**src/rtl/lsu_store_buffer_if.sv**
```systemverilog
// Store-buffer bus bundle: EXU store request channel, data-memory write
// channel, load hazard probe and status.
//   master : core/memory side (drives st_*, ld_addr, mem_wr_ready)
//   slave  : store buffer     (drives st_ready, st_misalign, mem_wr_*,
//                              ld_conflict, sb_empty)
interface lsu_store_buffer_if #(
  parameter int unsigned ADDR_W = 32
);
  logic              st_valid;
  logic              st_ready;
  logic [ADDR_W-1:0] st_addr;
  logic [1:0]        st_size;
  logic [31:0]       st_data;
  logic              st_misalign;

  logic              mem_wr_valid;
  logic              mem_wr_ready;
  logic [ADDR_W-1:0] mem_wr_addr;
  logic [31:0]       mem_wr_data;
  logic [3:0]        mem_wr_strb;

  logic [ADDR_W-1:0] ld_addr;
  logic              ld_conflict;
  logic              sb_empty;

  modport master (
    output st_valid, st_addr, st_size, st_data, mem_wr_ready, ld_addr,
    input  st_ready, st_misalign, mem_wr_valid, mem_wr_addr, mem_wr_data,
           mem_wr_strb, ld_conflict, sb_empty
  );

  modport slave (
    input  st_valid, st_addr, st_size, st_data, mem_wr_ready, ld_addr,
    output st_ready, st_misalign, mem_wr_valid, mem_wr_addr, mem_wr_data,
           mem_wr_strb, ld_conflict, sb_empty
  );
endinterface

```
**src/rtl/lsu_store_buffer.sv**
```systemverilog
// In-order store buffer between the EXU and the data-memory write port.
// Formats byte/half/word stores into word-aligned, lane-replicated writes with
// byte strobes, queues up to DEPTH of them and drains over valid/ready.
// Ports:
//   clk    : clock, rising edge
//   reset  : asynchronous, active-high
//   sb_if  : lsu_store_buffer_if.slave (store channel, memory write channel,
//            load hazard probe, empty status)
module lsu_store_buffer #(
  parameter int unsigned DEPTH  = 4,
  parameter int unsigned ADDR_W = 32
) (
  input  logic               clk,
  input  logic               reset,
  lsu_store_buffer_if.slave  sb_if
);
  localparam int unsigned PTR_W = (DEPTH > 1) ? $clog2(DEPTH) : 1;
  localparam int unsigned CNT_W = $clog2(DEPTH + 1);
  localparam int unsigned WA_W  = ADDR_W - 2;

  // Entry storage (word address only; byte offset is carried by the strobe)
  logic [WA_W-1:0]  r_waddr [DEPTH];
  logic [31:0]      r_data  [DEPTH];
  logic [3:0]       r_strb  [DEPTH];
  logic             r_vld   [DEPTH];

  logic [PTR_W-1:0] r_wr_ptr;
  logic [PTR_W-1:0] r_rd_ptr;
  logic [CNT_W-1:0] r_count;
  logic             r_full;
  logic             r_nonempty;
  logic             r_misalign;

  logic [31:0]      w_fmt_data;
  logic [3:0]       w_fmt_strb;
  logic             w_misaligned;
  logic             w_accept;
  logic             w_enq;
  logic             w_deq;
  logic [CNT_W-1:0] w_count_nxt;
  logic             w_ld_hit;

  // Store formatting: replicate data across lanes, build byte strobe, flag misalignment
  always_comb begin
    w_fmt_data   = '0;
    w_fmt_strb   = '0;
    w_misaligned = 1'b1;
    case (sb_if.st_size)
      2'd0: begin
        w_fmt_data   = {4{sb_if.st_data[7:0]}};
        w_fmt_strb   = 4'b0001 << sb_if.st_addr[1:0];
        w_misaligned = 1'b0;
      end
      2'd1: begin
        w_fmt_data   = {2{sb_if.st_data[15:0]}};
        w_fmt_strb   = sb_if.st_addr[1] ? 4'b1100 : 4'b0011;
        w_misaligned = sb_if.st_addr[0];
      end
      2'd2: begin
        w_fmt_data   = sb_if.st_data;
        w_fmt_strb   = 4'b1111;
        w_misaligned = (sb_if.st_addr[1:0] != 2'b00);
      end
      default: begin
        w_misaligned = 1'b1;
      end
    endcase
  end

  // Misaligned requests complete the handshake but are dropped
  assign w_accept    = sb_if.st_valid & ~r_full;
  assign w_enq       = w_accept & ~w_misaligned;
  assign w_deq       = r_nonempty & sb_if.mem_wr_ready;
  assign w_count_nxt = r_count + CNT_W'(w_enq) - CNT_W'(w_deq);

  // Pointers, occupancy and status flags; flags are precomputed from the next count
  always_ff @(posedge clk or posedge reset) begin
    if (reset) begin
      r_wr_ptr   <= '0;
      r_rd_ptr   <= '0;
      r_count    <= '0;
      r_full     <= 1'b0;
      r_nonempty <= 1'b0;
      r_misalign <= 1'b0;
      for (int unsigned i = 0; i < DEPTH; i++) begin
        r_vld[i] <= 1'b0;
      end
    end else begin
      r_count    <= w_count_nxt;
      r_full     <= (w_count_nxt == CNT_W'(DEPTH));
      r_nonempty <= (w_count_nxt != '0);
      r_misalign <= w_accept & w_misaligned;
      if (w_deq) begin
        r_vld[r_rd_ptr] <= 1'b0;
        r_rd_ptr        <= r_rd_ptr + PTR_W'(1);
      end
      if (w_enq) begin
        r_vld[r_wr_ptr] <= 1'b1;
        r_wr_ptr        <= r_wr_ptr + PTR_W'(1);
      end
    end
  end

  // Payload storage needs no reset: only slots marked valid are ever observed
  always_ff @(posedge clk) begin
    if (w_enq) begin
      r_waddr[r_wr_ptr] <= sb_if.st_addr[ADDR_W-1:2];
      r_data[r_wr_ptr]  <= w_fmt_data;
      r_strb[r_wr_ptr]  <= w_fmt_strb;
    end
  end

  // Load hazard: any held entry (including one retiring now) or an incoming aligned store
  always_comb begin
    w_ld_hit = w_enq & (sb_if.st_addr[ADDR_W-1:2] == sb_if.ld_addr[ADDR_W-1:2]);
    for (int unsigned i = 0; i < DEPTH; i++) begin
      if (r_vld[i] && (r_waddr[i] == sb_if.ld_addr[ADDR_W-1:2])) begin
        w_ld_hit = 1'b1;
      end
    end
  end

  assign sb_if.st_ready     = ~r_full;
  assign sb_if.st_misalign  = r_misalign;
  assign sb_if.mem_wr_valid = r_nonempty;
  assign sb_if.mem_wr_addr  = {r_waddr[r_rd_ptr], 2'b00};
  assign sb_if.mem_wr_data  = r_data[r_rd_ptr];
  assign sb_if.mem_wr_strb  = r_strb[r_rd_ptr];
  assign sb_if.ld_conflict  = w_ld_hit;
  assign sb_if.sb_empty     = ~r_nonempty;

endmodule
```
**src/flat_wrapper.sv**
```systemverilog
// flat-port wrapper written by rule: the top's interface ports become plain ports
module lsu_store_buffer_flat 
#(
  parameter int unsigned DEPTH  = 4,
  parameter int unsigned ADDR_W = 32
)
  (clk, reset, sb_if_st_valid, sb_if_st_addr, sb_if_st_size, sb_if_st_data, sb_if_mem_wr_ready, sb_if_ld_addr, sb_if_st_ready, sb_if_st_misalign, sb_if_mem_wr_valid, sb_if_mem_wr_addr, sb_if_mem_wr_data, sb_if_mem_wr_strb, sb_if_ld_conflict, sb_if_sb_empty);
  lsu_store_buffer_if #(.ADDR_W(ADDR_W)) sb_if_i ();
  input  logic clk;
  input  logic reset;
  input wire logic [$bits(sb_if_i.st_valid)-1:0] sb_if_st_valid;
  input wire logic [$bits(sb_if_i.st_addr)-1:0] sb_if_st_addr;
  input wire logic [$bits(sb_if_i.st_size)-1:0] sb_if_st_size;
  input wire logic [$bits(sb_if_i.st_data)-1:0] sb_if_st_data;
  input wire logic [$bits(sb_if_i.mem_wr_ready)-1:0] sb_if_mem_wr_ready;
  input wire logic [$bits(sb_if_i.ld_addr)-1:0] sb_if_ld_addr;
  output wire logic [$bits(sb_if_i.st_ready)-1:0] sb_if_st_ready;
  output wire logic [$bits(sb_if_i.st_misalign)-1:0] sb_if_st_misalign;
  output wire logic [$bits(sb_if_i.mem_wr_valid)-1:0] sb_if_mem_wr_valid;
  output wire logic [$bits(sb_if_i.mem_wr_addr)-1:0] sb_if_mem_wr_addr;
  output wire logic [$bits(sb_if_i.mem_wr_data)-1:0] sb_if_mem_wr_data;
  output wire logic [$bits(sb_if_i.mem_wr_strb)-1:0] sb_if_mem_wr_strb;
  output wire logic [$bits(sb_if_i.ld_conflict)-1:0] sb_if_ld_conflict;
  output wire logic [$bits(sb_if_i.sb_empty)-1:0] sb_if_sb_empty;
  assign sb_if_i.st_valid = sb_if_st_valid;
  assign sb_if_i.st_addr = sb_if_st_addr;
  assign sb_if_i.st_size = sb_if_st_size;
  assign sb_if_i.st_data = sb_if_st_data;
  assign sb_if_i.mem_wr_ready = sb_if_mem_wr_ready;
  assign sb_if_i.ld_addr = sb_if_ld_addr;
  assign sb_if_st_ready = sb_if_i.st_ready;
  assign sb_if_st_misalign = sb_if_i.st_misalign;
  assign sb_if_mem_wr_valid = sb_if_i.mem_wr_valid;
  assign sb_if_mem_wr_addr = sb_if_i.mem_wr_addr;
  assign sb_if_mem_wr_data = sb_if_i.mem_wr_data;
  assign sb_if_mem_wr_strb = sb_if_i.mem_wr_strb;
  assign sb_if_ld_conflict = sb_if_i.ld_conflict;
  assign sb_if_sb_empty = sb_if_i.sb_empty;
  lsu_store_buffer #(.DEPTH(DEPTH), .ADDR_W(ADDR_W)) u_core (.clk(clk), .reset(reset), .sb_if(sb_if_i));
endmodule
```
**config.mk**
```make
export PLATFORM = sky130hd
export DESIGN_NAME = lsu_store_buffer_flat
export DESIGN_NICKNAME = d
export VERILOG_FILES = /design/src/rtl/lsu_store_buffer_if.sv /design/src/rtl/lsu_store_buffer.sv /design/src/flat_wrapper.sv
export SDC_FILE = /design/constraint.sdc
export NUM_CORES = 1
export LEC_CHECK = 0
export BUFFER_PORTS_ARGS = -buffer_cell sky130_fd_sc_hd__clkbuf_2
export CAP_MARGIN = 20
export CORE_ASPECT_RATIO = 0.5
export CORE_MARGIN = 4
export CORE_UTILIZATION = 55
export CTS_BUF_LIST = sky130_fd_sc_hd__clkbuf_4
export DETAILED_ROUTE_END_ITERATION = 7
export PLACE_DENSITY_LB_ADDON = 0.2
export SLEW_MARGIN = 0
export SYNTH_ARGS = -nofsm -noshare
export SYNTH_HDL_FRONTEND = slang
export SYNTH_SLANG_ARGS = --single-unit
```
**constraint.sdc**
```tcl
create_clock -name clk -period 3.5 [get_ports clk]
set_input_delay 0.525 -clock clk [delete_from_list [all_inputs] [get_ports clk]]
set_output_delay 0.525 -clock clk [all_outputs]
set_load 0.005 [all_outputs]
```
==> results.cfg <==
[floorplan]
dieWidth_um = 221
core-area_um2 = 22000
die_height_um = 114
rows = 38
die_area_um2 = 25300
start_util_pct = 56.7
io_pins = 175

[clock_network]
max-clock-path-buffers = 3
htree_levels = 3
postCtsHoldBufs = 1
insertion_delay_ns = 0.66
clkSinkCount = 278
cts_resized = 0
cts.reportedPaths.clkPinSlew_ns = 0.08
cts_tree = built
numCtsBuffers = 66
clockRootBuffer = clkbuf_4
cts_setup_buffers = 0

[routing]
top_layer = met4
post-route-drc-count = 0
drt-pass1-iter-count = 5
wl_met3_um = 2120
met2_length_um = 14000
vias_per_cell = 5.62
drt-total-wl_um = 28700
routedWlPerCell_um = 22.5
postRouteAntennaNets = 0
m1WireLength_um = 12200
via_count = 7164
drt_first_iter_violations = 457

[placed_design]
place_inst = 1166
dp_hpwl_um = 19700
place_congestion = 0.841
io_buffer_count = 170

[power]
p_per_area_nw_per_um2 = 671
p_switching_w = 0.00279
clockPowerShare_pct = 28.7
cell_internal_pwr_w = 0.00697
seqPwrFrac_pct = 43.7
ir_drop_v = 0.000433
combPwrFrac_pct = 27.6
p_leak_nw = 5.24
p_sw_share_pct = 28.6

[sta]
fin_skew_ns = 0.0350
setup-violations-final = 0
tns_ns = 0
slew_headroom_pct = 59.0
timing_hold_violations_final = 0
finalMaxSlewViolations = 0
rsz0062_at_grt = false
fin_crit_ns = 2.99
hold_ws_ns = 0.123
post-route-period-util_pct = 85.4
worst_pin_slew_ns = 0.608
fmax_mhz = 335

[worst_setup_path]
cpMostUsedCell = nand4_1
path_cells = xnor2_1, nand4_1, nor4_1, a22oi_1, nand4_1, clkbuf_2
cp_max_fo = 2
cp.required_ns = 2.97
critPathSlowestCell = edfxtp_1
cp-start-kind = flip-flop
cp.buffers_inverters = 1
crit_path_end_kind = output port
slowest_delay_ns = 0.41
critPathKind = reg2out
crit_family = simple AND/OR/NAND/NOR gates
worstPathArrival_ns = 2.46
r2r_slack_ns = 1.01

[global_routing]
overflow = 0
antenna_found_initial = 1
grt_pass1_wl_um = 43800
grt_pass1_vias = 7554
grt_use_total_pct = 23.0
grt_max_degree = 37

[yosys]
post_synth_num_cell_types = 34
synth_seq_cells = 278
yosys.area.top_type = edfxtp_1
netlist_top_cells_area = edfxtp_1 64%, mux4_2 12%, xnor2_1 9.3%
synth_sequential_area_ratio_pct = 66.4
synth_warnings = 0
syn_area_um2 = 12500
synth_flop_cell = edfxtp_1
avgSynthCellArea_um2 = 17.0
yosysMostFrequentCell = edfxtp_1
netlist_instances = 735
async_reset_ff_share_pct = 5.04
synth.top_cell.area_share_pct = 63.6
synth_edf_count = 264
synth_common_cells = 264 x edfxtp_1, 132 x xnor2_1, 66 x mux4_2

[layout]
final_cells = 1275
nets = 1047
area_growth_pct = 16.7
final_layout_size_suffix_gt1_share_pct = 37.8

[worst_hold_path]
hp-class = in2reg

[run_status]
status = finished, final reports clean

[flow_run]
drv_cap = 0
==> final cells by class <==
cell class | instances | area [µm²]
antenna | 1 | 2.50
clock buffer | 99 | 743
clock inverter | 8 | 135
fill | 1600 | 7420
inverter | 19 | 71.3
multi-input combinational | 381 | 3890
sequential | 278 | 8280
tap | 300 | 375
timing repair buffer | 189 | 1050
==> worst paths after layout <==
kind / from / to / depth (start not counted)
min in group asynchronous: reset / u_core.r_rd_ptr[0]$_DFFE_PP0P_ / 3
max in group asynchronous: reset / u_core.r_rd_ptr[0]$_DFFE_PP0P_ / 3
hold reg to reg: u_core.r_vld[1]$_DFF_PP0_ / u_core.r_vld[1]$_DFF_PP0_ / 1
setup reg to reg: u_core.sb_if.mem_wr_valid$_DFF_PP0_ / u_core.sb_if.mem_wr_valid$_DFF_PP0_ / 8
setup / recovery: u_core.r_waddr[3][13]$_DFFE_PP_ / sb_if_ld_conflict / 6
hold / removal: sb_if_st_addr[30] / u_core.r_waddr[2][28]$_DFFE_PP_ / 1
==> logic make-up (layout without fill, tap and decap cells) <==
logic type | count (synthesis) | in the layout | synth area share, %
DFF | 278 | 278 | 66.4
xor gates and xnor gates | 155 | 155 | 10.9
and+or+nand+nor | 92 | 92 | 4.13
buffers and inverters | 77 | 315 | 2.51
muxes | 75 | 75 | 12.6
AOI/OAI and AO/OA | 47 | 47 | 2.33
adders and majority gates | 10 | 10 | 1.06
other | 1 | 3 | 0.0301
==> flip-flops by register name, indices dropped and copies added (netlist names) <==
register and flops:
u_core.r_full 1, u_core.r_strb 16, u_core.sb_if.st_misalign 1, u_core.r_waddr 120, u_core.sb_if.mem_wr_valid 1, u_core.r_vld 4, u_core.r_wr_ptr 2, u_core.r_rd_ptr 2
u_core.r_count 3, u_core.r_data 128
==> per-stage QoR <==
| stage | power [W] | utilization (%) | cell area, µm² | setup slack [ns] |
|---|---|---|---|---|
| floorplan | 0.00598 | - | 12500 | 0.221 |
| global placement | 0.00706 | 62.2 | 13700 | 0.782 |
| detailed placement | 0.00709 | 62.2 | 13700 | 0.716 |
| CTS | 0.00991 | 66.2 | 14500 | 0.417 |
| global route | 0.0103 | 66.2 | 14500 | 0.311 |
| finish | 0.00976 | 66.2 | 14500 | 0.512 |
==> power groups by stage <==
stage / registers (W) / logic [W] / clock network (W)
4_1_cts: 0.00428 / 0.00276 / 0.00287
5_1_grt: 0.00431 / 0.00292 / 0.00308
2_1_floorplan: 0.00422 / 0.00176 / 0
3_5_place_dp: 0.00435 / 0.00274 / 0
6_report: 0.00427 / 0.00269 / 0.00280
3_3_place_gp: 0.00433 / 0.00274 / 0
==> cells in the final DEF, fill, tap and decap left out, types with 11 or more instances in the layout <==
cell type / synthesis / final
nand2_1: 18 / 18
a21oi_1: 12 / 12
buf_4: 2 / 14
dfrtp_1: 14 / 12
clkbuf_4: 0 / 99
xor2_1: 23 / 23
xnor2_1: 132 / 132
a21o_1: 18 / 18
nor2_1: 11 / 11
clkbuf_2: 0 / 170
nand4_1: 34 / 34
nor4_1: 14 / 14
o21ai_0: 13 / 13
mux4_2: 66 / 66
inv_1: 19 / 19
edfxtp_1: 264 / 264
==> routing by layer <==
metal  vias to the layer above  GRT usage [%]
met5                         -              0
met4                         0           6.07
met3                        43           7.12
met2                       275           37.1
met1                      3621           31.0
li1                       3225              -
No activity file was read; power rests on OpenSTA's default activity.
